--- src/rtl/hazard_unit_md_if.sv ---
`default_nettype none
// ============================================================================
// Module      : hazard_unit_md_if
// Description : Datapath <-> hazard unit signal bundle (specifiers, enables,
//               forwarding selects, stall/flush controls, stall counter).
// Revision    : 1.0
// ============================================================================
interface hazard_unit_md_if #(
    parameter int REGBITS = 5,
    parameter int CNTW    = 16
);
    logic [REGBITS-1:0] rsD, rtD, rsE, rtE;
    logic [REGBITS-1:0] writeregE, writeregM, writeregW;
    logic               regwriteE, regwriteM, regwriteW;
    logic               memtoregE, memtoregM;
    logic               branchD;
    logic               mdstartD, mdstartE;
    logic               hiloreadD;
    logic               memaccessM, memreadyM;
    logic               clrcount;

    logic               forwardaD, forwardbD;
    logic [1:0]         forwardaE, forwardbE;
    logic               stallF, stallD, stallE, stallM;
    logic               flushE, flushW;
    logic               mdbusy;
    logic [CNTW-1:0]    stallcount;

    modport master (
        output rsD, rtD, rsE, rtE, writeregE, writeregM, writeregW,
               regwriteE, regwriteM, regwriteW, memtoregE, memtoregM,
               branchD, mdstartD, mdstartE, hiloreadD,
               memaccessM, memreadyM, clrcount,
        input  forwardaD, forwardbD, forwardaE, forwardbE,
               stallF, stallD, stallE, stallM, flushE, flushW,
               mdbusy, stallcount
    );

    modport slave (
        input  rsD, rtD, rsE, rtE, writeregE, writeregM, writeregW,
               regwriteE, regwriteM, regwriteW, memtoregE, memtoregM,
               branchD, mdstartD, mdstartE, hiloreadD,
               memaccessM, memreadyM, clrcount,
        output forwardaD, forwardbD, forwardaE, forwardbE,
               stallF, stallD, stallE, stallM, flushE, flushW,
               mdbusy, stallcount
    );
endinterface
`default_nettype wire

--- src/rtl/hazard_unit_md.sv ---
`default_nettype none
// ============================================================================
// Module      : hazard_unit_md
// Description : Five-stage pipeline hazard unit with forwarding, load-use and
//               branch stalls, mult/div scoreboard, memory-wait freeze and a
//               saturating stall-cycle counter.
// Revision    : 1.0
// ============================================================================
module hazard_unit_md #(
    parameter int REGBITS = 5,
    parameter int MDLAT   = 4,
    parameter int CNTW    = 16
) (
    input  wire              clk,
    input  wire              reset,
    hazard_unit_md_if.slave  hz
);

    localparam int                 c_MDCNTW = $clog2(MDLAT + 1);
    localparam logic [REGBITS-1:0] c_ZERO   = {REGBITS{1'b0}};
    localparam logic [c_MDCNTW-1:0] c_MDLOAD = c_MDCNTW'(MDLAT);

    logic [c_MDCNTW-1:0] r_mdCnt;
    logic [CNTW-1:0]     r_stallCount;

    logic       w_mdBusy;
    logic       w_lwStall, w_brStall, w_mdStall, w_memStall, w_dStall;
    logic       w_brMatchE, w_brMatchM;
    logic [1:0] w_forwardaE, w_forwardbE;
    logic       w_forwardaD, w_forwardbD;
    logic       w_stallF, w_stallD, w_stallE, w_stallM, w_flushE, w_flushW;

    assign w_mdBusy = (r_mdCnt != '0);

    always_comb begin
        w_forwardaE = 2'b00;
        if (hz.rsE != c_ZERO && hz.rsE == hz.writeregM && hz.regwriteM)
            w_forwardaE = 2'b10;
        else if (hz.rsE != c_ZERO && hz.rsE == hz.writeregW && hz.regwriteW)
            w_forwardaE = 2'b01;

        w_forwardbE = 2'b00;
        if (hz.rtE != c_ZERO && hz.rtE == hz.writeregM && hz.regwriteM)
            w_forwardbE = 2'b10;
        else if (hz.rtE != c_ZERO && hz.rtE == hz.writeregW && hz.regwriteW)
            w_forwardbE = 2'b01;
    end

    assign w_forwardaD = (hz.rsD != c_ZERO) && (hz.rsD == hz.writeregM) && hz.regwriteM;
    assign w_forwardbD = (hz.rtD != c_ZERO) && (hz.rtD == hz.writeregM) && hz.regwriteM;

    // A zero destination can never match a source, so checking it once suffices.
    assign w_lwStall  = hz.memtoregE && (hz.writeregE != c_ZERO) &&
                        ((hz.writeregE == hz.rsD) || (hz.writeregE == hz.rtD));
    assign w_brMatchE = hz.regwriteE && (hz.writeregE != c_ZERO) &&
                        ((hz.writeregE == hz.rsD) || (hz.writeregE == hz.rtD));
    assign w_brMatchM = hz.memtoregM && (hz.writeregM != c_ZERO) &&
                        ((hz.writeregM == hz.rsD) || (hz.writeregM == hz.rtD));
    assign w_brStall  = hz.branchD && (w_brMatchE || w_brMatchM);
    assign w_mdStall  = (hz.hiloreadD || hz.mdstartD) && (w_mdBusy || hz.mdstartE);
    assign w_memStall = hz.memaccessM && !hz.memreadyM;
    assign w_dStall   = w_lwStall || w_brStall || w_mdStall;

    always_comb begin
        w_stallF = 1'b0;
        w_stallD = 1'b0;
        w_stallE = 1'b0;
        w_stallM = 1'b0;
        w_flushE = 1'b0;
        w_flushW = 1'b0;
        // A memory wait freezes everything; E must be held, not bubbled.
        if (w_memStall) begin
            w_stallF = 1'b1;
            w_stallD = 1'b1;
            w_stallE = 1'b1;
            w_stallM = 1'b1;
            w_flushW = 1'b1;
        end else if (w_dStall) begin
            w_stallF = 1'b1;
            w_stallD = 1'b1;
            w_flushE = 1'b1;
        end
    end

    // The mult/div unit runs independently of pipeline freezes once issued.
    always_ff @(posedge clk or posedge reset) begin
        if (reset) begin
            r_mdCnt <= '0;
        end else if (hz.mdstartE && !w_stallE) begin
            r_mdCnt <= c_MDLOAD;
        end else if (r_mdCnt != '0) begin
            r_mdCnt <= r_mdCnt - c_MDCNTW'(1);
        end
    end

    always_ff @(posedge clk or posedge reset) begin
        if (reset) begin
            r_stallCount <= '0;
        end else if (hz.clrcount) begin
            r_stallCount <= '0;
        end else if (w_stallF && (r_stallCount != '1)) begin
            r_stallCount <= r_stallCount + CNTW'(1);
        end
    end

    assign hz.forwardaD  = w_forwardaD;
    assign hz.forwardbD  = w_forwardbD;
    assign hz.forwardaE  = w_forwardaE;
    assign hz.forwardbE  = w_forwardbE;
    assign hz.stallF     = w_stallF;
    assign hz.stallD     = w_stallD;
    assign hz.stallE     = w_stallE;
    assign hz.stallM     = w_stallM;
    assign hz.flushE     = w_flushE;
    assign hz.flushW     = w_flushW;
    assign hz.mdbusy     = w_mdBusy;
    assign hz.stallcount = r_stallCount;

endmodule
`default_nettype wire

--- src/flat_wrapper.sv ---
// flat-port wrapper written by rule: the top's interface ports become plain ports
module hazard_unit_md_flat 
#(
    parameter int REGBITS = 5,
    parameter int MDLAT   = 4,
    parameter int CNTW    = 16
)
  (clk, reset, hz_rsD, hz_rtD, hz_rsE, hz_rtE, hz_writeregE, hz_writeregM, hz_writeregW, hz_regwriteE, hz_regwriteM, hz_regwriteW, hz_memtoregE, hz_memtoregM, hz_branchD, hz_mdstartD, hz_mdstartE, hz_hiloreadD, hz_memaccessM, hz_memreadyM, hz_clrcount, hz_forwardaD, hz_forwardbD, hz_forwardaE, hz_forwardbE, hz_stallF, hz_stallD, hz_stallE, hz_stallM, hz_flushE, hz_flushW, hz_mdbusy, hz_stallcount);
  hazard_unit_md_if #(.REGBITS(REGBITS), .CNTW(CNTW)) hz_i ();
  input  wire clk;
  input  wire reset;
  input wire logic [$bits(hz_i.rsD)-1:0] hz_rsD;
  input wire logic [$bits(hz_i.rtD)-1:0] hz_rtD;
  input wire logic [$bits(hz_i.rsE)-1:0] hz_rsE;
  input wire logic [$bits(hz_i.rtE)-1:0] hz_rtE;
  input wire logic [$bits(hz_i.writeregE)-1:0] hz_writeregE;
  input wire logic [$bits(hz_i.writeregM)-1:0] hz_writeregM;
  input wire logic [$bits(hz_i.writeregW)-1:0] hz_writeregW;
  input wire logic [$bits(hz_i.regwriteE)-1:0] hz_regwriteE;
  input wire logic [$bits(hz_i.regwriteM)-1:0] hz_regwriteM;
  input wire logic [$bits(hz_i.regwriteW)-1:0] hz_regwriteW;
  input wire logic [$bits(hz_i.memtoregE)-1:0] hz_memtoregE;
  input wire logic [$bits(hz_i.memtoregM)-1:0] hz_memtoregM;
  input wire logic [$bits(hz_i.branchD)-1:0] hz_branchD;
  input wire logic [$bits(hz_i.mdstartD)-1:0] hz_mdstartD;
  input wire logic [$bits(hz_i.mdstartE)-1:0] hz_mdstartE;
  input wire logic [$bits(hz_i.hiloreadD)-1:0] hz_hiloreadD;
  input wire logic [$bits(hz_i.memaccessM)-1:0] hz_memaccessM;
  input wire logic [$bits(hz_i.memreadyM)-1:0] hz_memreadyM;
  input wire logic [$bits(hz_i.clrcount)-1:0] hz_clrcount;
  output wire logic [$bits(hz_i.forwardaD)-1:0] hz_forwardaD;
  output wire logic [$bits(hz_i.forwardbD)-1:0] hz_forwardbD;
  output wire logic [$bits(hz_i.forwardaE)-1:0] hz_forwardaE;
  output wire logic [$bits(hz_i.forwardbE)-1:0] hz_forwardbE;
  output wire logic [$bits(hz_i.stallF)-1:0] hz_stallF;
  output wire logic [$bits(hz_i.stallD)-1:0] hz_stallD;
  output wire logic [$bits(hz_i.stallE)-1:0] hz_stallE;
  output wire logic [$bits(hz_i.stallM)-1:0] hz_stallM;
  output wire logic [$bits(hz_i.flushE)-1:0] hz_flushE;
  output wire logic [$bits(hz_i.flushW)-1:0] hz_flushW;
  output wire logic [$bits(hz_i.mdbusy)-1:0] hz_mdbusy;
  output wire logic [$bits(hz_i.stallcount)-1:0] hz_stallcount;
  assign hz_i.rsD = hz_rsD;
  assign hz_i.rtD = hz_rtD;
  assign hz_i.rsE = hz_rsE;
  assign hz_i.rtE = hz_rtE;
  assign hz_i.writeregE = hz_writeregE;
  assign hz_i.writeregM = hz_writeregM;
  assign hz_i.writeregW = hz_writeregW;
  assign hz_i.regwriteE = hz_regwriteE;
  assign hz_i.regwriteM = hz_regwriteM;
  assign hz_i.regwriteW = hz_regwriteW;
  assign hz_i.memtoregE = hz_memtoregE;
  assign hz_i.memtoregM = hz_memtoregM;
  assign hz_i.branchD = hz_branchD;
  assign hz_i.mdstartD = hz_mdstartD;
  assign hz_i.mdstartE = hz_mdstartE;
  assign hz_i.hiloreadD = hz_hiloreadD;
  assign hz_i.memaccessM = hz_memaccessM;
  assign hz_i.memreadyM = hz_memreadyM;
  assign hz_i.clrcount = hz_clrcount;
  assign hz_forwardaD = hz_i.forwardaD;
  assign hz_forwardbD = hz_i.forwardbD;
  assign hz_forwardaE = hz_i.forwardaE;
  assign hz_forwardbE = hz_i.forwardbE;
  assign hz_stallF = hz_i.stallF;
  assign hz_stallD = hz_i.stallD;
  assign hz_stallE = hz_i.stallE;
  assign hz_stallM = hz_i.stallM;
  assign hz_flushE = hz_i.flushE;
  assign hz_flushW = hz_i.flushW;
  assign hz_mdbusy = hz_i.mdbusy;
  assign hz_stallcount = hz_i.stallcount;
  hazard_unit_md #(.REGBITS(REGBITS), .MDLAT(MDLAT), .CNTW(CNTW)) u_core (.clk(clk), .reset(reset), .hz(hz_i));
endmodule
--- config.mk ---
export PLATFORM = sky130hd
export DESIGN_NAME = hazard_unit_md_flat
export DESIGN_NICKNAME = d
export VERILOG_FILES = /design/src/rtl/hazard_unit_md_if.sv /design/src/rtl/hazard_unit_md.sv /design/src/flat_wrapper.sv
export SDC_FILE = /design/constraint.sdc
export NUM_CORES = 1
export LEC_CHECK = 0
export ABC_CLOCK_PERIOD_IN_PS = 5500
export CORE_UTILIZATION = 45
export CTS_CLUSTER_SIZE = 14
export DETAILED_ROUTE_END_ITERATION = 8
export HOLD_SLACK_MARGIN = 0.03
export PLACE_DENSITY = 0.87
export SLEW_MARGIN = 10
export SYNTH_ARGS = -nofsm -noshare
export SYNTH_HDL_FRONTEND = slang
export SYNTH_SLANG_ARGS = --single-unit
--- constraint.sdc ---
create_clock -name clk -period 5.5 [get_ports clk]
set_input_delay 0.55 -clock clk [delete_from_list [all_inputs] [get_ports clk]]
set_output_delay 0.55 -clock clk [all_outputs]
set_load 0.01 [all_outputs]
# Word level (Yosys, flattened, before mapping)
# Index checks and enable logic that the tools add are counted.
# W data, S select, Z words.
[word_totals]
input_bits = 49
elab_cells = 68
ff_bits = 19
output_inout_bits = 29
[op_classes]
reduce_logical = 41
n_addsub = 2
eq_ne = 11
n_mux = 12
[ops]
columns = ["cell", "n"]
rows = [
  ["$eq A5 B5 Y1", 10],
  ["$mux W16", 2],
  ["$reduce_bool A5 Y1", 6],
  ["$logic_and A1 B1 Y1", 23],
  ["$add A16 B1 Y16 const B", 1],
  ["$ne A16 B16 Y1 const B", 1],
  ["$logic_or A1 B1 Y1", 7],
  ["$mux W1", 6],
  ["$mux W3", 2],
  ["$mux W2", 2],
  ["$reduce_bool A2 Y1", 2],
  ["$reduce_bool A3 Y1", 1],
  ["$sub A3 B1 Y3 const B", 1],
  ["$logic_not A1 Y1", 2],
]

# Logic depth before layout (Yosys ltp)
[depth]
ltp_word = 12
ltp_mapped = 10
depth_no_buf = 8

# Least setup slack after synthesis
# OpenSTA, ideal clock, no wires.
[synth_path]
path_type = "input to output"
from = "input hz_writeregM[1]"
to = "output hz_stallF"
required_ns = 4.950
arrival_ns = 1.826
n_path_buf = 2
path_slack_ns = 3.124
path_stages = 6
path_cell_list = "buf_2 > or4_1 > o211ai_1 > a21o_2 > nand3_1 > buf_4"
[synth_between]
elab_chain_cells = 9
word_cells_on_any_way = 12
classes_between = "eq/ne: 2; mux: 2; reduce/logical: 8"
[synth_lines]
columns = ["item", "line", "rtl"]
rows = [
  ["start, declared", "flat_wrapper.sv:17", "input wire logic [$bits(hz_i.writeregM)-1:0] hz_writeregM;"],
  ["$eq A5 B5 Y1 or $reduce_bool A5 Y1 (tied branches)", "hazard_unit_md.sv:58, hazard_unit_md.sv:57", ""],
  ["$logic_or A1 B1 Y1 or $logic_and A1 B1 Y1 (tied branches)", "hazard_unit_md.sv:58, hazard_unit_md.sv:57", ""],
  ["$logic_and A1 B1 Y1 (*)", "hazard_unit_md.sv:57", "assign w_brMatchM = hz.memtoregM && (hz.writeregM != c_ZERO) &&"],
  ["$logic_or A1 B1 Y1 (*)", "hazard_unit_md.sv:59", "assign w_brStall = hz.branchD && (w_brMatchE || w_brMatchM);"],
  ["$logic_and A1 B1 Y1 (*)", "hazard_unit_md.sv:59", ""],
  ["$logic_or A1 B1 Y1 (*) (2 in a row)", "hazard_unit_md.sv:62", "assign w_dStall = w_lwStall || w_brStall || w_mdStall;"],
  ["$mux W1 (*) (2 in a row)", "--", ""],
  ["end, declared", "flat_wrapper.sv:35", "output wire logic [$bits(hz_i.stallF)-1:0] hz_stallF;"],
]
# Every way passes the cells marked *; elsewhere a longest branch is shown, timed or not.

# Worst setup path in the final report
[layout_path]
from = "input hz_rsE[1]"
to = "output hz_forwardaE[0]"
[layout_between]
elab_chain_cells = 5
word_cells_on_any_way = 9
classes_between = "eq/ne: 2; mux: 2; reduce/logical: 5"
[layout_lines]
columns = ["item", "line", "rtl"]
rows = [
  ["start, declared", "flat_wrapper.sv:14", "input wire logic [$bits(hz_i.rsE)-1:0] hz_rsE;"],
  ["$eq A5 B5 Y1 or $reduce_bool A5 Y1 (tied branches)", "hazard_unit_md.sv:39, hazard_unit_md.sv:37", ""],
  ["$logic_and A1 B1 Y1 (2 in a row)", "hazard_unit_md.sv:39", "else if (hz.rsE != c_ZERO && hz.rsE == hz.writeregW && hz.regwriteW)"],
  ["$mux W1", "hazard_unit_md.sv:39", ""],
  ["$mux W2 (*)", "hazard_unit_md.sv:37", "if (hz.rsE != c_ZERO && hz.rsE == hz.writeregM && hz.regwriteM)"],
  ["end, declared", "flat_wrapper.sv:33", "output wire logic [$bits(hz_i.forwardaE)-1:0] hz_forwardaE;"],
]
# Marked as above.

==> flow_metrics.tcl <==
set metrics [dict create \
    pwr-share-clk_pct 21.5 \
    critical-path-max-stage-delay_ns 0.59 \
    start_util_pct 48.6 \
    synth_cells 199 \
    cts_buffers 3 \
    dieArea_mm2 0.00397 \
    period_share_pct 58.5 \
    drv_cap 0 \
    path_cells "clkdlybuf4s50_1 > or4_1 > nor2_1 > nor4_1 > nor4_1 > clkdlybuf4s50_1" \
    dr.pass1.iters 4 \
    post_cts_buffers 0 \
    hold_path_depth 2 \
    die_w_um 63.0 \
    hold_viol 0 \
    synth_area_per_cell_um2 8.41 \
    power_leakage_nw 0.901 \
    nets 321 \
    port_buffers 77 \
    r2r_slack_ns 3.22 \
    p_int_mw 0.309 \
    arrival_ns 2.67 \
    drt_iter0_markers 40 \
    fillers 286 \
    first_global_vias 1613 \
    cp_top_family "buffers and inverters" \
    final_design_area_no_fill_mm2 0.00247 \
    grt_use_total_pct 24.5 \
    ys_types 37 \
    skew_ns 0.00439 \
    finalCriticalPeriod_ns 3.22 \
    tightest_slew_ns 0.696 \
    ant_nets 0 \
    h-tree-depth 1 \
    fp-row-count 21 \
    cts_buffer_depth 2 \
    yosys_warnings 0 \
    place_hpwl_mm 3.67 \
    hold_class "reg2reg" \
    p_total_mw 0.457 \
    diodes 0 \
    crit_type "in2out" \
    grt_max_degree 29 \
    root_buffer "clkbuf_8" \
    vias 1747 \
    cp.required_ns 4.95 \
    crit_path_end_kind "output pin" \
    slew_violations 0 \
    vdd_drop_max_mv 0.159 \
    overflow 0 \
    cts.clk_slew.worst_paths_ns 0.07 \
    r2r-start "u_core.hz.stallcount[7]" \
    synth-seq-area-share_pct 28.4 \
    crit_end "hz_forwardaE[0]" \
    clk_latency_ns 0.26 \
    switching_share_pct 32.4 \
    max_slew_margin_pct 53.5 \
    drive_gt1_share_pct 3.36 \
    grt_antenna_before_repair 0 \
    post_drt_wl_per_cell_um 14.6 \
    start_kind "primary input" \
    tritoncts "done" \
    gp_congestion 0.887 \
    tns_ns 0 \
    avgViaCountPerCell 5.56 \
    r2r-end "u_core.hz.stallcount[13]" \
    syn_to_final_growth_pct 47.5 \
    crit_start "hz_rsE[1]" \
    cp_max_fo 3 \
    cts.sink_count 19 \
    cpMaxStageDelayCell "clkdlybuf4s50_1" \
    setup_viol 0 \
    netSwitchingPower_mw 0.148 \
    post_cts_resized 0 \
    power_density_mw_per_mm2 185 \
    crit_buf_inv 2 \
    fin_util_pct 71.7 \
    fmax_mhz 311 \
    cts_hold_buf 0 \
    drc_errors 0 \
    synth-seq-cells 19 \
    finalWirelength_mm 4.58 \
    crit_cells 6 \
    syn-num-nets 251 \
    hold_ws_ns 0.557 \
    status "complete, no violations" \
    core_area_mm2 0.00344 \
    p_comb_share_pct 41.6 \
    r2r_cells 7 \
    place_area_mm2 0.00242 \
    die_h_um 63.0 \
    grt_first_pass_wirelength_mm 7.83 \
    io_pins 78 \
    syn_area_mm2 0.00167 \
    seqPwrFrac_pct 36.9 \
    grt_setup_unrepaired "no" \
]
## final cells by class
cell class	count	area (um^2)	share of cell area, %
sequential	19	475	19.3
inverter	8	30.0	1.22
multi-input combinational	160	1090	44.1
tap	46	57.6	2.33
clock buffer	4	45.0	1.82
timing repair buffer	77	771	31.2
## per-layer routing
layer / track usage (%) / share of wire [%]
met1: 31.5 / 44
met3: 3.83 / 3.2
met4: 5.52 / 1.5
met5: 0 / 0
met2: 42.5 / 51
## state kept, by name, summed over array words and instances (netlist names)
signal                cells
u_core.hz.stallcount     16
u_core.r_mdCnt            3
## power groups by stage
stage	clock, mW	combinational (mW)	sequential, mW
finish	0.0982	0.190	0.169
global route	0.108	0.211	0.170
CTS	0.0988	0.191	0.169
detailed placement	0	0.190	0.171
global placement	0	0.187	0.171
floorplan	0	0.110	0.170
## Yosys cell counts, drive strengths merged
| master | number | area (um^2) |
|---|---|---|
| a21o | 1 | 8.76 |
| a21oi | 17 | 85.1 |
| a221oi | 1 | 8.76 |
| a22oi | 1 | 7.51 |
| a31o | 1 | 17.5 |
| a31oi | 1 | 6.26 |
| and3 | 5 | 31.3 |
| and4 | 2 | 20.0 |
| buf | 10 | 71.3 |
| clkbuf | 2 | 7.51 |
| dfrtp | 19 | 475 |
| ha | 3 | 37.5 |
| inv | 8 | 30.0 |
| mux2i | 2 | 20.0 |
| nand2 | 8 | 30.0 |
| nand2b | 1 | 6.26 |
| nand3 | 14 | 70.1 |
| nand4 | 5 | 31.3 |
| nor2 | 10 | 37.5 |
| nor2b | 1 | 6.26 |
| nor3 | 3 | 20.0 |
| nor4 | 4 | 25.0 |
| o211ai | 1 | 7.51 |
| o21ai | 11 | 55.1 |
| o22a | 1 | 8.76 |
| o22ai | 1 | 6.26 |
| o31ai | 6 | 45.0 |
| or3 | 6 | 40.0 |
| or4 | 12 | 90.1 |
| xnor2 | 31 | 272 |
| xor2 | 11 | 96.3 |
## stage by stage
| stage | setup WS, ns | instances |
|---|---|---|
| finish | 2.28 | 314 |
| global route | 2.14 | 314 |
| floorplan | 3.12 | 199 |
| global placement | 2.34 | 310 |
| CTS | 2.29 | 314 |
| detailed placement | 2.28 | 310 |
## cell usage in the layout (no fill, tap or decap), types with 5 or more instances in the layout
cell / instances
clkdlybuf4s50_1: 77
xnor2_1: 31
dfrtp_1: 19
a21oi_1: 17
nand3_1: 14
or4_1: 12
xor2_1: 11
o21ai_0: 11
nor2_1: 10
nand2_1: 8
inv_1: 8
o31ai_1: 6
and3_1: 5
nand4_1: 5
## worst register-to-register path: stages (launching register included)
cell and delay, ns:
dfrtp_1 0.44, and4_4 0.21, and4_1 0.22, and3_1 0.20
and3_1 0.18, a31o_4 0.30, or4_1 0.48, a21oi_1 0.16
## cell families (layout without fill, tap and decap cells)
logic type | after synthesis | count (layout) | synth area share (%)
and+or+nand+nor | 71 | 71 | 24.4
AOI/OAI and AO/OA | 42 | 42 | 15.3
xor gates and xnor gates | 42 | 42 | 22.0
buffers and inverters | 20 | 89 | 6.50
DFF | 19 | 19 | 28.4
adders and majority gates | 3 | 3 | 2.24
muxes | 2 | 2 | 1.20
## worst min-delay path by stage
stage / startpoint / endpoint / slack (ns)
after global routing: u_core.r_mdCnt[0] / u_core.r_mdCnt[0] / 0.58
after CTS: u_core.r_mdCnt[0] / u_core.r_mdCnt[0] / 0.56
after floorplan: reset / u_core.hz.stallcount[0] / 0.50
after global placement: u_core.r_mdCnt[0] / u_core.r_mdCnt[0] / 0.55
after detailed placement: u_core.r_mdCnt[0] / u_core.r_mdCnt[0] / 0.55
final: u_core.r_mdCnt[0] / u_core.r_mdCnt[0] / 0.56
Note: power is estimated with default switching activity, not from simulation.
